**config.mk**
```make
export PLATFORM = sky130hd
export DESIGN_NAME = fetch_stage
export DESIGN_NICKNAME = d
export VERILOG_FILES = /design/src/rtl/fetch_stage_pkg.sv /design/src/rtl/fetch_stage_ifid_reg.sv /design/src/rtl/fetch_stage.sv
export SDC_FILE = /design/constraint.sdc
export NUM_CORES = 1
export LEC_CHECK = 0
export BUFFER_PORTS_ARGS = -buffer_cell sky130_fd_sc_hd__clkbuf_2
export CAP_MARGIN = 20
export CORE_MARGIN = 2
export CORE_UTILIZATION = 46
export DETAILED_ROUTE_END_ITERATION = 8
export GPL_ROUTABILITY_DRIVEN = 0
export PLACE_DENSITY = 0.77
export RECOVER_POWER = 25
export SLEW_MARGIN = 5
export SYNTH_ARGS = -nofsm -noshare
export SYNTH_HDL_FRONTEND = slang
export SYNTH_SLANG_ARGS = --single-unit
```
**constraint.sdc**
```tcl
create_clock -name clk -period 2.26 [get_ports clk]
set_clock_uncertainty 0.1 [all_clocks]
set_input_delay 0.565 -clock clk [delete_from_list [all_inputs] [get_ports clk]]
set_output_delay 0.565 -clock clk [all_outputs]
set_load 0.01 [all_outputs]
```
**src/rtl/fetch_stage_pkg.sv**
```systemverilog
// Shared MIPS pipeline constants used by IF, ID and the hazard unit.
package fetch_stage_pkg;

    localparam int          ADDR_W           = 32;
    localparam int          JIDX_W           = 26;
    localparam logic [31:0] NOP_INSTR_C      = 32'h0000_0000;  // sll $0,$0,0
    localparam logic [31:0] DEFAULT_RESET_PC = 32'h0000_0000;

    // j/jal target: upper nibble of the delay-slot PC, word index, word aligned.
    function automatic logic [ADDR_W-1:0] jump_target(
        input logic [ADDR_W-1:0] pc4,
        input logic [JIDX_W-1:0] index
    );
        return {pc4[ADDR_W-1:ADDR_W-4], index, 2'b00};
    endfunction

endpackage

```
**src/rtl/fetch_stage_ifid_reg.sv**
```systemverilog
// IF/ID pipeline register: instruction, PC+4 and valid, with write enable
// and a flush that loads a bubble.
module ifid_reg
    import fetch_stage_pkg::*;
#(
    parameter logic [31:0] NOP_INSTR = NOP_INSTR_C
) (
    input  logic              clk,
    input  logic              rst_n,
    input  logic              flush,
    input  logic              write,
    input  logic [ADDR_W-1:0] instr_in,
    input  logic [ADDR_W-1:0] pc4_in,
    output logic [ADDR_W-1:0] instr,
    output logic [ADDR_W-1:0] pc4,
    output logic              valid
);

    // Flush beats a held register so a redirect always kills the wrong-path word.
    always_ff @(posedge clk) begin
        if (!rst_n) begin
            instr <= NOP_INSTR;
            pc4   <= '0;
            valid <= 1'b0;
        end else if (flush) begin
            instr <= NOP_INSTR;
            pc4   <= '0;
            valid <= 1'b0;
        end else if (write) begin
            instr <= instr_in;
            pc4   <= pc4_in;
            valid <= 1'b1;
        end
    end

endmodule

```
**src/rtl/fetch_stage.sv**
```systemverilog
// Instruction-fetch stage: PC register, next-PC selection, IF/ID register
// and a saturating stall counter for performance debugging.
module fetch_stage
    import fetch_stage_pkg::*;
#(
    parameter logic [31:0] RESET_PC  = DEFAULT_RESET_PC,
    parameter logic [31:0] NOP_INSTR = NOP_INSTR_C
) (
    input  logic              clk,
    input  logic              rst_n,
    output logic [ADDR_W-1:0] imem_addr,
    input  logic [ADDR_W-1:0] imem_rdata,
    input  logic              pc_write,
    input  logic              ifid_write,
    input  logic              ifid_flush,
    input  logic              branch_taken,
    input  logic [ADDR_W-1:0] branch_target,
    input  logic              jump,
    input  logic [JIDX_W-1:0] jump_index,
    output logic [ADDR_W-1:0] pc,
    output logic [ADDR_W-1:0] ifid_instr,
    output logic [ADDR_W-1:0] ifid_pc4,
    output logic              ifid_valid,
    output logic [15:0]       stall_cnt
);

    localparam logic [ADDR_W-1:0] RESET_PC_ALIGNED = {RESET_PC[ADDR_W-1:2], 2'b00};

    logic [ADDR_W-1:0] pc_q;
    logic [ADDR_W-1:0] pc_next;
    logic [ADDR_W-1:0] pc4;
    logic              redirect;
    logic [15:0]       stall_q;
    logic              unused_target_bits;

    assign pc4                = pc_q + 32'd4;
    assign redirect           = pc_write & (branch_taken | jump);
    assign imem_addr          = pc_q;
    assign pc                 = pc_q;
    assign stall_cnt          = stall_q;
    assign unused_target_bits = ^branch_target[1:0];

    // Next PC: a stall masks redirects; branch outranks jump; else sequential.
    always_comb begin
        pc_next = pc4;
        if (!pc_write) begin
            pc_next = pc_q;
        end else if (branch_taken) begin
            pc_next = {branch_target[ADDR_W-1:2], 2'b00};
        end else if (jump) begin
            pc_next = jump_target(ifid_pc4, jump_index);
        end
    end

    // PC register.
    always_ff @(posedge clk) begin
        if (!rst_n) begin
            pc_q <= RESET_PC_ALIGNED;
        end else begin
            pc_q <= pc_next;
        end
    end

    // Count stalled cycles, sticking at all-ones instead of wrapping.
    always_ff @(posedge clk) begin
        if (!rst_n) begin
            stall_q <= '0;
        end else if (!pc_write && (stall_q != 16'hFFFF)) begin
            stall_q <= stall_q + 16'd1;
        end
    end

    ifid_reg #(
        .NOP_INSTR (NOP_INSTR)
    ) u_ifid_reg (
        .clk      (clk),
        .rst_n    (rst_n),
        .flush    (ifid_flush | redirect),
        .write    (ifid_write),
        .instr_in (imem_rdata),
        .pc4_in   (pc4),
        .instr    (ifid_instr),
        .pc4      (ifid_pc4),
        .valid    (ifid_valid)
    );

endmodule

```
==> results.yml <==
synth:
  syn_area_um2: 5660
  async_flop_share_pct: 0
  yosysUniqueCellTypes: 64
  synth_edf_count: 0
  synth_area_leaders: "dfxtp_1 (39%), mux2i_1 (7.3%), nor2_1 (7.1%)"
  ys_ff_latch: 109
  yosysSeqAreaShare_pct: 38.6
  yosysTopAreaCell: "dfxtp_1"
  netlist_instances: 663
  yosys_warnings: 0
  synth_most_common_cell: "dfxtp_1"
  synth_commonest_cells: "dfxtp_1 (109), nor2_1 (107), mux2i_1 (41)"
  avgSynthCellArea_um2: 8.54
  synthFlopType: "dfxtp_1"
  synth_top_area_share_pct: 38.6
worst_setup_path:
  start_kind: "flop"
  crit_arrival_ns: 2.33
  critPathMaxFanout: 7
  critPathRequiredTime_ns: 2.43
  crit_start: "imem_addr[2]"
  cp-end-kind: "flop"
  path_class: "flop to flop"
  reg2reg_from: "imem_addr[2]"
routing:
  viasPerCell: 5.47
  dr.pass1.iters: 5
  dr_total_vias: 5615
  post_drt_wl_per_cell_um: 16.2
  drc_errors: 0
  drt-initial-drc-count: 283
  wl_mm: 16.7
  postRouteAntennaNets: 0
grt:
  grt_max_degree: 55
  grt_pass1_wl_mm: 25.8
  grt_use_total_pct: 24.8
  grt-ovfl-total: 0
  antenna_found_initial: 0
  grt_pass1_vias: 5006
pwr:
  power_switching_w: 0.00123
  internal_power_w: 0.00310
  power_density_nw_per_um2: 604
  vdd_drop_max_mv: 0.333
  p_comb_share_pct: 16.8
  p_leak_nw: 3.08
  power_frac_seq_pct: 47.5
  clock_power_share_pct: 35.7
  swShare_pct: 28.3
cells_and_area:
  finalInstanceArea_um2: 7160
  fillers: 1167
  area_growth_syn_to_layout_pct: 26.6
  nNetsFinal: 974
  final_core_util_pct: 59.6
  drive_gt1_share_pct: 29.4
  diodes: 0
sta:
  finalSetupTns_ns: 0
  holdWs_ns: 0.347
  slew_viol_final: 0
  rsz0062_at_grt: "false"
  maxSlewHeadroom_pct: 42.0
  fin_crit_sh_pct: 95.5
  timing.fmax_mhz: 464
  setup_violations: 0
  finalHoldViolations: 0
  worstMarginPinSlew_ns: 0.868
  finalCriticalPeriod_ns: 2.16
die:
  rows: 40
  die_y_um: 115
  core_area_um2: 12000
  die_area_um2: 13200
  ioPinCount: 242
  start_util_pct: 47.1
  die_w_um: 115
placed_design:
  port_buffers: 233
  dpl-instance-area_um2: 6940
  hpwlAfterDp_mm: 12.5
clock_tree:
  clockRootBuffer: "clkbuf_16"
  hold_buffers: 0
  h-tree-depth: 3
  clkLatencyLatePin_ns: 0.35
  clock-sinks: 109
  cts_buffers: 9
  clk_pin_slew_worst_paths_ns: 0.07
  cts_tree: "done"
  cts_buffer_depth: 2
hold_path:
  hold_path_class: "input port to flop"
  hp-start: "imem_rdata[18]"
job:
  drv_cap: 0
run_status:
  outcome: "finished, final reports clean"
==> worst max-delay path: stages (launching register included) <==
cell	delay (ns)
dfxtp_1	0.35
ha_1	0.21
and3_1	0.26
nand4_1	0.33
buf_6	0.27
nor3_2	0.25
xnor2_1	0.10
a211oi_1	0.21
==> final cells by class <==
type	instances	area [µm²]	area share, %
inverter	13	48.8	0.681
clock buffer	11	243	3.39
timing repair buffer	278	1470	20.5
tap	147	184	2.57
sequential	109	2180	30.5
multi-input combinational	464	2990	41.8
clock inverter	5	43.8	0.611
==> layer usage <==
layer | track usage, % | wire, µm
met1 | 32.6 | 7220
met2 | 40.8 | 7860
met3 | 4.90 | 1360
met4 | 8.27 | 238
met5 | 0 | 0
==> per-stage QoR <==
stage | power [W] | std cells | setup WS (ns)
6_report | 0.00433 | 1027 | 0.103
3_3_place_gp | 0.00282 | 1010 | 0.0334
3_5_place_dp | 0.00284 | 1010 | 0.0172
2_1_floorplan | 0.00255 | 668 | 0.240
5_1_grt | 0.00453 | 1027 | 0.00507
4_1_cts | 0.00436 | 1026 | 0.0474
==> final timing paths <==
| path | slack, ns | to | cells past startpoint |
|---|---|---|---|
| setup / recovery | 0.10 | u_ifid_reg.pc4[20] | 7 |
| hold / removal | 0.35 | u_ifid_reg.instr[18] | 3 |
| setup reg to reg | 0.10 | u_ifid_reg.pc4[20] | 7 |
| hold reg to reg | 0.37 | u_ifid_reg.valid | 2 |
==> placed cells by master, fill, tap and decap left out, drive strengths merged, types with 7 or more instances in the layout <==
master / n
nand2: 34
and3: 8
nand3: 18
xor2: 13
mux2i: 41
a21oi: 27
a211oi: 33
dfxtp: 109
xnor2: 23
o21a: 7
clkbuf: 244
inv: 12
nand4: 11
buf: 45
nor2: 108
o21ai: 38
nor3: 12
==> power by group through the flow <==
stage / registers, W / clock network (W) / logic, W
finish: 0.00206 / 0.00154 / 0.000727
detailed placement: 0.00210 / 0 / 0.000733
global placement: 0.00210 / 0 / 0.000725
CTS: 0.00206 / 0.00157 / 0.000735
floorplan: 0.00214 / 0 / 0.000409
global route: 0.00207 / 0.00166 / 0.000795
==> flip-flops by register name (all words and copies together) (netlist names) <==
signal            cells
u_ifid_reg.pc4       30
u_ifid_reg.valid      1
imem_addr            30
stall_cnt            16
u_ifid_reg.instr     32
==> kinds of logic (layout without fill, tap and decap cells) <==
| logic type | count (synthesis) | count (layout) | share of synthesized area (%) |
|---|---|---|---|
| compound gates | 157 | 157 | 19.1 |
| other cells | 1 | 6 | 0.0663 |
| mux | 41 | 41 | 7.25 |
| simple gates | 222 | 222 | 20.1 |
| buf+inv | 95 | 307 | 8.93 |
| flops | 109 | 109 | 38.6 |
| xor+xnor | 36 | 36 | 5.57 |
| fa+ha+maj | 2 | 2 | 0.442 |
==> what timing repair did <==
| item | in CTS | in global routing |
|---|---|---|
| setup endpoints to repair | 0 | 5 |
| gates resized for setup | 0 | 1 |
| setup buffers | 0 | 1 |
(Power assumes the default switching activity.)
